<file path="config.mk">
export PLATFORM = sky130hd
export DESIGN_NAME = freq_meter_flat
export DESIGN_NICKNAME = d
export VERILOG_FILES = /design/src/rtl/freq_meter_if.sv /design/src/rtl/freq_meter.sv /design/src/flat_wrapper.sv
export SDC_FILE = /design/constraint.sdc
export NUM_CORES = 1
export LEC_CHECK = 0
export BUFFER_PORTS_ARGS = -buffer_cell sky130_fd_sc_hd__buf_4
export CORE_MARGIN = 2
export CORE_UTILIZATION = 63
export DETAILED_ROUTE_END_ITERATION = 16
export HOLD_SLACK_MARGIN = 0.03
export PLACE_DENSITY = 0.83
export SKIP_CTS_REPAIR_TIMING = 1
export SYNTH_ARGS = -nofsm -noshare
export SYNTH_HDL_FRONTEND = slang
export SYNTH_SLANG_ARGS = --single-unit
</file>
<file path="constraint.sdc">
create_clock -name clk_in -period 4.4 [get_ports clk_in]
set_input_delay 0.44 -clock clk_in [delete_from_list [all_inputs] [get_ports clk_in]]
set_output_delay 0.44 -clock clk_in [all_outputs]
set_load 0.05 [all_outputs]
</file>
<file path="src/rtl/freq_meter_if.sv">
// Signal bundle between a frequency meter and whoever drives/observes it.
// There is no backpressure: freq_valid is a one-cycle pulse, and the sink
// must capture freq_out/overflow on that cycle (they then hold until the
// next completed window or reset). state_dbg mirrors the FSM encoding.
interface freq_meter_if #(
  parameter int CNT_W = 28
);
  logic             sig_in;
  logic             enable;
  logic [CNT_W-1:0] freq_out;
  logic             freq_valid;
  logic             overflow;
  logic             busy;
  logic [1:0]       state_dbg;

  modport master (
    output sig_in, enable,
    input  freq_out, freq_valid, overflow, busy, state_dbg
  );

  modport slave (
    input  sig_in, enable,
    output freq_out, freq_valid, overflow, busy, state_dbg
  );
endinterface

</file>
<file path="src/rtl/freq_meter.sv">
// Gated frequency meter: counts synchronized rising edges of sig_in over a
// window of GATE_CYCLES clk_in cycles, then publishes the count for one
// LATCH cycle. Windows repeat back-to-back while enable stays high.
module freq_meter #(
  parameter int GATE_CYCLES = 50000000,
  parameter int CNT_W       = 28
) (
  input  logic        clk_in,
  input  logic        rst_n,
  freq_meter_if.slave bus
);

  localparam int GW = $clog2(GATE_CYCLES);
  localparam logic [GW-1:0]    GATE_LAST = GW'(GATE_CYCLES - 1);
  localparam logic [CNT_W-1:0] CNT_MAX   = '1;
  localparam logic [CNT_W-1:0] CNT_NEAR  = CNT_MAX - 1'b1;

  typedef enum logic [1:0] {
    IDLE    = 2'd0,
    MEASURE = 2'd1,
    LATCH   = 2'd2
  } state_t;

  state_t           state;
  logic             sync1, sync2, sync3;
  logic [GW-1:0]    gate_cnt;
  logic [CNT_W-1:0] edge_cnt;
  logic             ovf;
  logic [CNT_W-1:0] freq_q;
  logic             valid_q;
  logic             ovf_out_q;
  logic             busy_q;

  logic             rise;
  logic [CNT_W-1:0] cnt_next;
  logic             ovf_next;

  // Two flops resynchronize sig_in; the third only delays for edge detection.
  always_ff @(posedge clk_in or negedge rst_n) begin
    if (!rst_n) begin
      sync1 <= 1'b0;
      sync2 <= 1'b0;
      sync3 <= 1'b0;
    end else begin
      sync1 <= bus.sig_in;
      sync2 <= sync1;
      sync3 <= sync2;
    end
  end

  // Saturating edge count for this cycle; ovf latches once the count hits max.
  always_comb begin
    rise     = sync2 & ~sync3;
    cnt_next = edge_cnt;
    ovf_next = ovf;
    if (rise) begin
      if (edge_cnt != CNT_MAX) cnt_next = edge_cnt + 1'b1;
      if (edge_cnt >= CNT_NEAR) ovf_next = 1'b1;
    end
  end

  // Window FSM. The result is registered on the edge entering LATCH so that
  // freq_out/overflow already show the new value while freq_valid is high.
  always_ff @(posedge clk_in or negedge rst_n) begin
    if (!rst_n) begin
      state     <= IDLE;
      gate_cnt  <= '0;
      edge_cnt  <= '0;
      ovf       <= 1'b0;
      freq_q    <= '0;
      valid_q   <= 1'b0;
      ovf_out_q <= 1'b0;
      busy_q    <= 1'b0;
    end else begin
      case (state)
        IDLE: begin
          gate_cnt <= '0;
          edge_cnt <= '0;
          ovf      <= 1'b0;
          valid_q  <= 1'b0;
          if (bus.enable) begin
            state  <= MEASURE;
            busy_q <= 1'b1;
          end else begin
            busy_q <= 1'b0;
          end
        end
        MEASURE: begin
          if (!bus.enable) begin
            // Abort: partial count is discarded, published result untouched.
            state    <= IDLE;
            gate_cnt <= '0;
            edge_cnt <= '0;
            ovf      <= 1'b0;
            busy_q   <= 1'b0;
          end else if (gate_cnt == GATE_LAST) begin
            // Final window cycle: include an edge seen on this very cycle.
            state     <= LATCH;
            freq_q    <= cnt_next;
            ovf_out_q <= ovf_next;
            valid_q   <= 1'b1;
            busy_q    <= 1'b0;
            gate_cnt  <= '0;
            edge_cnt  <= '0;
            ovf       <= 1'b0;
          end else begin
            gate_cnt <= gate_cnt + 1'b1;
            edge_cnt <= cnt_next;
            ovf      <= ovf_next;
          end
        end
        LATCH: begin
          // Edges seen here belong to no window and are dropped.
          valid_q  <= 1'b0;
          gate_cnt <= '0;
          edge_cnt <= '0;
          ovf      <= 1'b0;
          if (bus.enable) begin
            state  <= MEASURE;
            busy_q <= 1'b1;
          end else begin
            state  <= IDLE;
            busy_q <= 1'b0;
          end
        end
        default: begin
          state    <= IDLE;
          gate_cnt <= '0;
          edge_cnt <= '0;
          ovf      <= 1'b0;
          valid_q  <= 1'b0;
          busy_q   <= 1'b0;
        end
      endcase
    end
  end

  assign bus.freq_out   = freq_q;
  assign bus.freq_valid = valid_q;
  assign bus.overflow   = ovf_out_q;
  assign bus.busy       = busy_q;
  assign bus.state_dbg  = state;

endmodule
</file>
<file path="src/flat_wrapper.sv">
// flat-port wrapper written by rule: the top's interface ports become plain ports
module freq_meter_flat 
#(
  parameter int GATE_CYCLES = 50000000,
  parameter int CNT_W       = 28
)
  (clk_in, rst_n, bus_sig_in, bus_enable, bus_freq_out, bus_freq_valid, bus_overflow, bus_busy, bus_state_dbg);
  freq_meter_if #(.CNT_W(CNT_W)) bus_i ();
  input  logic clk_in;
  input  logic rst_n;
  input wire logic [$bits(bus_i.sig_in)-1:0] bus_sig_in;
  input wire logic [$bits(bus_i.enable)-1:0] bus_enable;
  output wire logic [$bits(bus_i.freq_out)-1:0] bus_freq_out;
  output wire logic [$bits(bus_i.freq_valid)-1:0] bus_freq_valid;
  output wire logic [$bits(bus_i.overflow)-1:0] bus_overflow;
  output wire logic [$bits(bus_i.busy)-1:0] bus_busy;
  output wire logic [$bits(bus_i.state_dbg)-1:0] bus_state_dbg;
  assign bus_i.sig_in = bus_sig_in;
  assign bus_i.enable = bus_enable;
  assign bus_freq_out = bus_i.freq_out;
  assign bus_freq_valid = bus_i.freq_valid;
  assign bus_overflow = bus_i.overflow;
  assign bus_busy = bus_i.busy;
  assign bus_state_dbg = bus_i.state_dbg;
  freq_meter #(.GATE_CYCLES(GATE_CYCLES), .CNT_W(CNT_W)) u_core (.clk_in(clk_in), .rst_n(rst_n), .bus(bus_i));
endmodule
</file>
==> reports/qor.yml <==
run_status:
  outcome: "finished, final reports clean"
worst_hold_path:
  hold_class: "in2reg"
  min_path_cells: 1
routing:
  routedWlPerCell_um: 14.2
  via_count: 2959
  drtPass1Iterations: 4
  drt-total-wl_um: 7440
  ant_nets: 0
  drc: 0
  drt_first_iter_violations: 228
  vias_per_cell: 5.66
floorplanning:
  core_area_um2: 6310
  io_pins: 37
  dieHeight_um: 84.6
  start_util: 0.648
  dieWidth_um: 84.6
  dieArea_um2: 7150
  rows: 29
power_and_ir_drop:
  power.total_uw: 1450
  intPower_uw: 1130
  clkPwrFrac: 0.376
  power_density_nw_per_um2: 318
  peakVddDrop_mv: 0.209
  leakagePower_uw: 0.00201
  switching_share: 0.225
  combPwrFrac: 0.041
  switching_power_uw: 327
  pwr-share-seq: 0.583
finish:
  fillCellCount: 487
  diodes: 0
  final_nets: 449
  drive_above_1_share: 0.139
  final_cells: 523
  seqCellArea_um2: 2280
  area_growth_pct: 11.9
  multiInputGateArea_um2: 1700
  fin_util: 0.725
cts:
  numClockSinks: 91
  cts.clk_slew.worst_paths_ns: 0.08
  cts_root_buffer: "clkbuf_8"
  numCtsBuffers: 9
  cts_htree_levels: 3
  cts_max_path_buffers: 2
  clk_latency_ns: 0.36
  cts_tree: "done"
place:
  placed_cells: 508
  port_buffers: 36
  gp_congestion: 0.865
  dp_hpwl_um: 4940
sta:
  relSlewSlack: 0.272
  fin_setup_tns_ns: 0
  slew_viol_final: 0
  setup_viol: 0
  fin_worst_skew_ns: 0.00769
  fmax_mhz: 404
  fin_crit_ns: 2.48
  min_period_over_period: 0.563
  hold_violations: 0
  rsz0062_at_grt: "false"
  tightestPinTransition_ns: 1.09
job:
  drv_cap: 0
yosys:
  syn_inst: 409
  yosys_warnings: 0
  synthDominantCellAreaShare: 0.557
  synth-edff-count: 0
  synth_top_area_cell: "dfrtp_1"
  yosys-top-cells-area: "dfrtp_1 (56%), xor2_1 (6.2%), nor2_1 (5.8%)"
  synth_area_um2: 4090
  ys_async_sr_fraction: 1.00
  synth_ff_type: "dfrtp_1"
  syn_nets: 416
  ys_types: 41
  synth.most_common_cell: "dfrtp_1"
  synth_commonest_cells: "dfrtp_1 (91), nor2_1 (63), nand2_1 (50)"
  ys_seq_elements: 91
  synth-seq-area-share: 0.557
  synth.avg_cell_area_um2: 10.0
worst_setup_path:
  startpoint_type: "register"
  path_class: "reg2reg"
  arrival_ns: 2.77
  endpoint_kind: "register"
  required_ns: 4.69
  r2r_cells: 6
  critPathMaxFanout: 60
global_routing:
  grt_max_degree: 92
  grt_pass1_wl_um: 13000
  grt_overflow: 0
  antenna_found_initial: 0
  grt_pass1_vias: 2996
  grt_usage: 0.228
-- power groups by stage --
stage          logic (uW)  registers [uW]  clock network (uW)
6_report             60.0             848                 547
5_1_grt              67.8             849                 588
4_1_cts              62.0             848                 558
3_5_place_dp         61.6             864                   0
3_3_place_gp         61.2             864                   0
2_1_floorplan        25.1             872                   0
-- worst paths after layout --
check / start / slack [ns] / end
max in group asynchronous: rst_n / 3.43 / u_core.gate_cnt[10]
hold reg to reg: u_core.sync1 / 0.36 / u_core.sync2
min in group asynchronous: rst_n / 0.29 / u_core.bus.freq_out[7]
hold / removal: bus_sig_in / 0.18 / u_core.sync1
setup reg to reg: u_core.gate_cnt[16] / 1.92 / u_core.bus.freq_out[1]
setup / recovery: u_core.gate_cnt[16] / 1.92 / u_core.bus.freq_out[1]
-- worst max-delay path, cell delays in order, from the launching register on --
cell and delay (ns):
dfrtp_1 0.44, nor4b_2 0.29, nand3_1 0.09, or4_1 0.54
or2_2 0.63, a211oi_2 0.29, a21o_1 0.12
-- metal layers --
| layer | GRT usage | share of wire | wire length, um | up-vias |
|---|---|---|---|---|
| met2 | 0.369 | 0.48 | 3560 | 75 |
| met5 | 0 | 0 | 0 | - |
| met1 | 0.294 | 0.45 | 3370 | 1403 |
| li1 | - | - | - | 1467 |
| met3 | 0.0403 | 0.046 | 343 | 14 |
| met4 | 0.123 | 0.022 | 163 | 0 |
-- stage by stage --
stage,cell area (um2),hold WS [ns],setup slack [ns]
2_1_floorplan,4090,0.144,2.38
3_3_place_gp,4380,0.336,2.01
4_1_cts,4580,0.171,1.88
3_5_place_dp,4380,0.342,1.92
6_report,4580,0.185,1.92
5_1_grt,4580,0.175,1.69
-- cell type report --
cell class,instances,area share
clock buffers,11,0.0309
clock inverters,4,0.0112
inverters,8,0.00656
multi-input cells,295,0.372
flip-flops and latches,91,0.498
well taps,77,0.0210
repair buffers,37,0.0607
-- cells in the final DEF (no fill, tap or decap), types with 2 or more instances in the layout --
cell type / instances
nor4_1: 3
a21oi_1: 3
mux2i_1: 2
a211oi_1: 2
or2_2: 2
nand4_2: 2
and3_1: 9
dfrtp_1: 91
or4_1: 3
nand2_1: 50
nand4_1: 18
xnor2_1: 17
buf_4: 37
xor2_1: 29
clkbuf_8: 10
nor2_1: 63
nand3_1: 24
o21ai_1: 22
nor2b_1: 2
and4_1: 4
nor3_1: 11
inv_1: 8
o21ai_0: 7
nor4_2: 3
a31oi_1: 2
ha_1: 3
-- registers in the layout (all words and copies together) (netlist names), 2 cells and up --
signal	count
u_core.bus.state_dbg	2
u_core.bus.freq_out	28
u_core.edge_cnt	28
u_core.gate_cnt	26
-- cells by family (layout without fill, tap and decap cells) --
group	after synthesis	count (layout)	share of synthesized area
simple gates	200	200	0.240
flops	91	91	0.557
xor+xnor	46	46	0.0985
compound gates	44	44	0.0624
buf+inv	23	60	0.0281
fa+ha+maj	3	3	0.00918
mux	2	2	0.00489
Power figures use the tool's default switching activity.
